==> config.mk <==
export PLATFORM = sky130hd
export DESIGN_NAME = eight_bit_deserializer_flat
export DESIGN_NICKNAME = d
export VERILOG_FILES = /design/src/rtl/eight_bit_deserializer_if.sv /design/src/rtl/eight_bit_deserializer.sv /design/src/flat_wrapper.sv
export SDC_FILE = /design/constraint.sdc
export NUM_CORES = 1
export LEC_CHECK = 0
export ABC_AREA = 1
export ABC_CLOCK_PERIOD_IN_PS = 1400
export BUFFER_PORTS_ARGS = -buffer_cell sky130_fd_sc_hd__buf_2
export CAP_MARGIN = 20
export CORE_MARGIN = 1.5
export CORE_UTILIZATION = 35
export DETAILED_ROUTE_END_ITERATION = 7
export SLEW_MARGIN = 20
export SYNTH_ARGS = -nofsm -noshare
export SYNTH_HDL_FRONTEND = slang
export SYNTH_SLANG_ARGS = --single-unit
==> constraint.sdc <==
create_clock -name clk -period 1.4 [get_ports clk]
set_input_delay 0.07 -clock clk [delete_from_list [all_inputs] [get_ports clk]]
set_output_delay 0.07 -clock clk [all_outputs]
set_load 0.05 [all_outputs]
==> src/rtl/eight_bit_deserializer_if.sv <==
// ============================================================================
// Module   : eight_bit_deserializer_if
// Brief    : Serial-in / word-out bundle for the 8:1 link receiver.
// Revision : 1.0 - initial release
// ============================================================================
`default_nettype none

interface eight_bit_deserializer_if #(
  parameter int WIDTH = 8,
  parameter int IDX_W = 3
);
  logic             din;
  logic             din_valid;
  logic             frame_start;
  logic [IDX_W-1:0] bit_idx;
  logic [WIDTH-1:0] q;
  logic             q_valid;
  logic             q_ready;
  logic             overflow;

  // Master drives the serial stream and consumes words.
  modport master (
    output din, din_valid, frame_start, q_ready,
    input  bit_idx, q, q_valid, overflow
  );

  // Slave is the deserializer itself.
  modport slave (
    input  din, din_valid, frame_start, q_ready,
    output bit_idx, q, q_valid, overflow
  );
endinterface

`default_nettype wire

==> src/rtl/eight_bit_deserializer.sv <==
// ============================================================================
// Module   : eight_bit_deserializer
// Brief    : Rebuilds WIDTH-bit words from the 8:1 mux serial stream.
// Revision : 1.0 - initial release
// ============================================================================
`default_nettype none

module eight_bit_deserializer #(
  parameter int WIDTH = 8,
  parameter int IDX_W = 3
) (
  input  logic                     clk,
  input  logic                     rst,
  eight_bit_deserializer_if.slave  bus
);

  localparam logic [IDX_W-1:0] C_LAST_IDX = IDX_W'(WIDTH - 1);
  localparam logic [IDX_W-1:0] C_IDX_ONE  = IDX_W'(1);

  typedef enum logic [0:0] {
    ST_HUNT = 1'b0,
    ST_RECV = 1'b1
  } state_t;

  state_t           r_state;
  state_t           w_state_nxt;
  logic [IDX_W-1:0] r_idx;
  logic [IDX_W-1:0] w_idx_nxt;
  // Only the first WIDTH-1 bits need storage; the last bit goes straight to q.
  logic [WIDTH-2:0] r_shift;
  logic [WIDTH-2:0] w_shift_nxt;
  logic [WIDTH-1:0] r_q;
  logic [WIDTH-1:0] w_q_nxt;
  logic             r_q_valid;
  logic             w_q_valid_nxt;
  logic             r_overflow;
  logic             w_overflow_nxt;
  logic             w_complete;

  always_ff @(posedge clk) begin
    if (rst) begin
      r_state    <= ST_HUNT;
      r_idx      <= '0;
      r_shift    <= '0;
      r_q        <= '0;
      r_q_valid  <= 1'b0;
      r_overflow <= 1'b0;
    end else begin
      r_state    <= w_state_nxt;
      r_idx      <= w_idx_nxt;
      r_shift    <= w_shift_nxt;
      r_q        <= w_q_nxt;
      r_q_valid  <= w_q_valid_nxt;
      r_overflow <= w_overflow_nxt;
    end
  end

  always_comb begin
    w_state_nxt    = r_state;
    w_idx_nxt      = r_idx;
    w_shift_nxt    = r_shift;
    w_q_nxt        = r_q;
    w_q_valid_nxt  = r_q_valid;
    w_overflow_nxt = r_overflow;
    w_complete     = 1'b0;

    case (r_state)
      ST_HUNT: begin
        if (bus.frame_start) begin
          w_state_nxt = ST_RECV;
          if (bus.din_valid) begin
            w_shift_nxt[0] = bus.din;
            w_idx_nxt      = C_IDX_ONE;
          end else begin
            w_idx_nxt      = '0;
          end
        end
      end

      ST_RECV: begin
        // A frame marker always wins: the current bit becomes bit 0.
        if (bus.frame_start) begin
          if (bus.din_valid) begin
            w_shift_nxt[0] = bus.din;
            w_idx_nxt      = C_IDX_ONE;
          end else begin
            w_idx_nxt      = '0;
          end
        end else if (bus.din_valid) begin
          if (r_idx == C_LAST_IDX) begin
            w_complete = 1'b1;
            w_idx_nxt  = '0;
          end else begin
            w_shift_nxt[r_idx] = bus.din;
            w_idx_nxt          = r_idx + C_IDX_ONE;
          end
        end
      end

      default: begin
        w_state_nxt = ST_HUNT;
        w_idx_nxt   = '0;
      end
    endcase

    // Output slot: a finished word loads only if the slot is free or draining now.
    if (w_complete) begin
      if (!r_q_valid || bus.q_ready) begin
        w_q_nxt       = {bus.din, r_shift};
        w_q_valid_nxt = 1'b1;
      end else begin
        w_overflow_nxt = 1'b1;
      end
    end else if (r_q_valid && bus.q_ready) begin
      w_q_valid_nxt = 1'b0;
    end
  end

  assign bus.bit_idx  = r_idx;
  assign bus.q        = r_q;
  assign bus.q_valid  = r_q_valid;
  assign bus.overflow = r_overflow;

endmodule

`default_nettype wire

==> src/flat_wrapper.sv <==
// flat-port wrapper written by rule: the top's interface ports become plain ports
module eight_bit_deserializer_flat 
#(
  parameter int WIDTH = 8,
  parameter int IDX_W = 3
)
  (clk, rst, bus_din, bus_din_valid, bus_frame_start, bus_q_ready, bus_bit_idx, bus_q, bus_q_valid, bus_overflow);
  eight_bit_deserializer_if #(.WIDTH(WIDTH), .IDX_W(IDX_W)) bus_i ();
  input  logic clk;
  input  logic rst;
  input wire logic [$bits(bus_i.din)-1:0] bus_din;
  input wire logic [$bits(bus_i.din_valid)-1:0] bus_din_valid;
  input wire logic [$bits(bus_i.frame_start)-1:0] bus_frame_start;
  input wire logic [$bits(bus_i.q_ready)-1:0] bus_q_ready;
  output wire logic [$bits(bus_i.bit_idx)-1:0] bus_bit_idx;
  output wire logic [$bits(bus_i.q)-1:0] bus_q;
  output wire logic [$bits(bus_i.q_valid)-1:0] bus_q_valid;
  output wire logic [$bits(bus_i.overflow)-1:0] bus_overflow;
  assign bus_i.din = bus_din;
  assign bus_i.din_valid = bus_din_valid;
  assign bus_i.frame_start = bus_frame_start;
  assign bus_i.q_ready = bus_q_ready;
  assign bus_bit_idx = bus_i.bit_idx;
  assign bus_q = bus_i.q;
  assign bus_q_valid = bus_i.q_valid;
  assign bus_overflow = bus_i.overflow;
  eight_bit_deserializer #(.WIDTH(WIDTH), .IDX_W(IDX_W)) u_core (.clk(clk), .rst(rst), .bus(bus_i));
endmodule
Yosys cells after proc, flatten, opt, wreduce, memory -nomap -nowiden
Cells that the tools add are included.
{ "totals": {"elab_cells": 54, "output_inout_bits": 13, "reg_bits": 21} }
{ "classes": {"n_mux": 24, "magnitude_cmp": 2, "eq_ne": 5, "reduce_logical": 11, "add_sub_neg": 1, "bitwise_logic": 4} }
{ "ops": {"columns": ["operator", "count"], "rows": [
  ["1-bit two-way mux", 16],
  ["3-bit two-way mux", 4],
  ["2-bit AND reduction", 4],
  ["7-bit bitwise mux", 1],
  ["3-bit != test (second input constant)", 2],
  ["3-bit one-hot mux with 2 select lines", 1],
  ["3-bit by 4-bit less-than comparator with 1-bit output (second input constant)", 1],
  ["2-bit != test (second input constant)", 2],
  ["1-bit inverter", 4],
  ["4-bit AND reduction", 1],
  ["3-bit by 1-bit adder with 3-bit output (second input constant)", 1],
  ["1-bit demux with 3-bit select", 1],
  ["3-bit equality test (second input constant)", 1],
  ["3-bit by 1-bit greater-or-equal comparator with 1-bit output (second input constant)", 1],
  ["3-bit AND reduction", 1],
  ["1-bit logical AND", 2],
  ["1-bit one-hot mux with 2 select lines", 1],
  ["2-bit nonzero test", 1],
  ["1-bit logical NOT", 1],
  ["1-bit logical OR", 1]
]} }

Logic depth before layout (Yosys ltp)
{ "depth": {"word_depth": 9, "depth_mapped": 10} }

Worst setup path after synthesis
Ideal clock, no wire load.
{ "synth_timing": {"path_kind": "reg-to-reg", "startpoint": "reg u_core.r_idx[1], in the netlist u_core.bus.bit_idx[1]", "endpoint": "reg u_core.r_q[2], in the netlist u_core.bus.q[2]", "setup_time_ps": 111, "synth_period_minus_slack_ps": 1824, "t_required_ps": 1289, "path_slack_ps": -424, "t_arrival_ps": 1713, "path_stages_with_launch": 10, "path_cell_list": "dfxtp_1 > ha_1 > ha_1 > inv_2 > nor2_1 > nand2_2 > nor2_8 > nand2_1 > nand2_1 > nor2_2"} }
{ "synth_between": {"elab_chain_len": 6} }
{ "synth_rtl": {"columns": ["item", "line", "text"], "rows": [
  ["start, declared", "eight_bit_deserializer.sv:27", "logic [IDX_W-1:0] r_idx;"],
  ["start signal, assigned", "eight_bit_deserializer.sv:50", "r_idx <= w_idx_nxt;"],
  ["3-bit equality test", "eight_bit_deserializer.sv:90", "if (r_idx == C_LAST_IDX) begin"],
  ["1-bit two-way mux", "eight_bit_deserializer.sv:90", null],
  ["1-bit two-way mux", "eight_bit_deserializer.sv:89", "end else if (bus.din_valid) begin"],
  ["1-bit two-way mux", "eight_bit_deserializer.sv:82", "if (bus.frame_start) begin"],
  ["1-bit two-way mux", "eight_bit_deserializer.sv:67", "case (r_state)"],
  ["2-bit AND reduction (no source line)", null, null],
  ["end signal, assigned", "eight_bit_deserializer.sv:52", "r_q <= w_q_nxt;"],
  ["end, declared", "eight_bit_deserializer.sv:32", "logic [WIDTH-1:0] r_q;"]
]} }
No other way between the ends.
A chain may end at the register's enable or synchronous reset.

Final worst setup path
{ "layout_timing": {"startpoint": "reg u_core.r_idx[1], in the netlist u_core.bus.bit_idx[1]", "endpoint": "reg u_core.r_q[5], in the netlist u_core.bus.q[5]"} }
The elaborated chain is that of the path after synthesis.

==> flow_metrics.env <==
export IMPL_timing_final_hold_violations=0
export IMPL_power_leakage_uw=0.000645
export IMPL_p_int_uw=744
export IMPL_final_common_cell="nand2_1"
export IMPL_overflow=0
export IMPL_cts_buffer_depth=2
export IMPL_antenna_found_initial=0
export IMPL_seq_power_share=0.604
export IMPL_crit_top_cell="ha_4"
export IMPL_synth_top_area_frac=0.389
export IMPL_synth_nets=177
export IMPL_grt_max_degree=17
export IMPL_peakVddDrop_mv=0.481
export IMPL_initialDrtViolationCount=26
export IMPL_finalSetupTns_ps=0
export IMPL_min_period_ps=1310
export IMPL_hpwl_mm=1.64
export IMPL_crit_path_start="u_core.bus.bit_idx[1]"
export IMPL_dieWidth_um=58.5
export IMPL_critPathBufInv=3
export IMPL_slew_viol_final=0
export IMPL_antenna_diode_count=0
export IMPL_grt_pass1_wl_mm=3.74
export IMPL_final_cell_mix="nand2_1 (48), inv_1 (31), nor2_1 (28)"
export IMPL_gp_congestion=0.789
export IMPL_wl_per_cell_um=9.35
export IMPL_track_usage=0.140
export IMPL_final_layout_size_suffix_gt1_frac=0.267
export IMPL_endpoint_kind="register"
export IMPL_period_share=0.936
export IMPL_start_util=0.379
export IMPL_worstSetupPathType="reg2reg"
export IMPL_crit_fanout=8
export IMPL_die_h_um=58.5
export IMPL_crit_chain="ha_4 -> ha_4 -> inv_2 -> nor2_4 -> nand2_4 -> nor2_8 -> inv_6 -> nand2_1 -> inv_1 -> nor2_2"
export IMPL_start_kind="register"
export IMPL_required_ps=1620
export IMPL_pin_count=19
export IMPL_fmax_mhz=763
export IMPL_syn_area_per_cell_sq_um=6.39
export IMPL_nFillCells=308
export IMPL_cts_sinks=21
export IMPL_rows=19
export IMPL_placeableCoreArea_sq_um=2850
export IMPL_synth_warnings=0
export IMPL_vias=1009
export IMPL_hold_class="in2reg"
export IMPL_p_sw_uw=263
export IMPL_synth_top_cell_by_area="dfxtp_1"
export IMPL_post_route_util=0.468
export IMPL_crit_family="flip-flops"
export IMPL_synth_seq_cells=21
export IMPL_h_tree_depth=1
export IMPL_status="complete, no violations"
export IMPL_cts_made_buffers=3
export IMPL_drv_cap=0
export IMPL_syn_to_final_growth_pct=23.5
export IMPL_totalWireLength_mm=2.11
export IMPL_drc=0
export IMPL_syn_cell_area_sq_um=1080
export IMPL_slowest_stage="dfxtp_4"
export IMPL_skew_ps=3.00
export IMPL_max_stage_delay_ps=370
export IMPL_swShare=0.261
export IMPL_portBuffers=18
export IMPL_synth_cells=169
export IMPL_dieArea_sq_um=3430
export IMPL_ys_types=16
export IMPL_combPwrFrac=0.104
export IMPL_path_clk_slew_ps=120
export IMPL_slew_headroom=0.685
export IMPL_clkPwrFrac=0.292
export IMPL_synth_area_leaders="dfxtp_1 (39%), nand2_1 (17%), inv_1 (11%)"
export IMPL_first_pass_iters=4
export IMPL_rsz0062_at_grt="no"
export IMPL_drtAntennaViolNets=0
export IMPL_insertion_delay_ps=310
export IMPL_p_per_area_nw_per_um2=755
export IMPL_grt_pass1_vias=929
export IMPL_critPathArrivalTime_ps=1530
export IMPL_cts_root_buf="clkbuf_4"
export IMPL_setup_violations=0
export IMPL_r2r_start="u_core.bus.bit_idx[1]"
export IMPL_synth_yosys_seq_area_share=0.389
export IMPL_min_from="bus_din"
export IMPL_worst_pin_slew_ps=471
export IMPL_tritoncts="built"
export IMPL_via_per_inst=4.46
export IMPL_fin_nets=204
-- sequential cells by signal, summed over array words and instances (netlist names) --
register,cells
u_core.r_shift,7
u_core.r_state,1
u_core.bus.bit_idx,3
u_core.bus.q,8
u_core.bus.q_valid,1
u_core.bus.overflow,1
-- worst paths after layout --
path / endpoint / slack [ps] / cells past startpoint
worst min-delay path: u_core.r_shift[0] / 80 / 5
worst max-delay path: u_core.bus.q[5] / 90 / 10
worst max register to register: u_core.bus.q[5] / 90 / 10
worst min register to register: u_core.bus.overflow / 490 / 2
-- cell families (layout without fill, tap and decap cells) --
| kind of cell | after synthesis | count (layout) | share of synthesized area |
|---|---|---|---|
| buf+inv | 38 | 63 | 0.134 |
| fa+ha+maj | 2 | 2 | 0.0232 |
| flops | 21 | 21 | 0.389 |
| compound gates | 4 | 4 | 0.0185 |
| simple gates | 104 | 105 | 0.435 |
-- stage by stage --
stage                     hold slack, ps  std cells  setup slack, ps  instance area, sq um  total power (uW)
after CTS                           70.1        225             32.0                  1300              1020
after global placement               303        220             94.3                  1260               721
after detailed placement             316        220             53.0                  1260               724
after floorplan                      129        169            -12.9                  1120               690
after global routing                 106        226             3.89                  1330              1060
final                               78.1        226             89.6                  1330              1010
-- synthesized netlist by cell type (all sizes together) --
library cell / number
inv: 37
nand3b: 6
dfxtp: 21
clkbuf: 1
nand2: 49
nor3: 1
o21ai: 1
ha: 2
nor2: 39
nand3: 9
a21oi: 3
-- what timing repair did --
item                       CTS  global route
hold endpoints to repair     5             0
buffers inserted             0             0
setup endpoints to repair    0            10
hold buffers                 1             0
gates resized for setup      0             5
-- routing by layer --
| metal | GRT usage | share of wire | vias to the layer above | wire (um) |
|---|---|---|---|---|
| met5 | 0 | 0 | - | 0 |
| met4 | 0.0299 | 0.0057 | 0 | 12 |
| met3 | 0.0396 | 0.039 | 2 | 82 |
| met2 | 0.257 | 0.48 | 19 | 1010 |
| met1 | 0.160 | 0.48 | 437 | 1010 |
| li1 | - | - | 551 | - |
-- tightest hold or removal path: cells and delay by family --
family | cells | cell delay (ps)
AND/OR/NAND/NOR | 4 | 200
buffers and inverters | 1 | 80
-- layout make-up --
cell class | count | area, sq um | share of cell area
flip-flops and latches | 21 | 430 | 0.323
inverters | 37 | 144 | 0.108
clock inverters | 1 | 5.00 | 0.00375
clock buffers | 3 | 22.5 | 0.0169
repair buffers | 22 | 123 | 0.0919
well taps | 31 | 38.8 | 0.0291
multi-input cells | 111 | 571 | 0.428
-- power groups by stage --
stage	clock, uW	sequential, uW	combinational [uW]
detailed placement	0	623	101
global placement	0	622	99.7
global route	326	610	121
finish	294	609	105
CTS	311	609	104
floorplan	0	632	57.6
No activity file was read; power rests on OpenSTA's default activity.
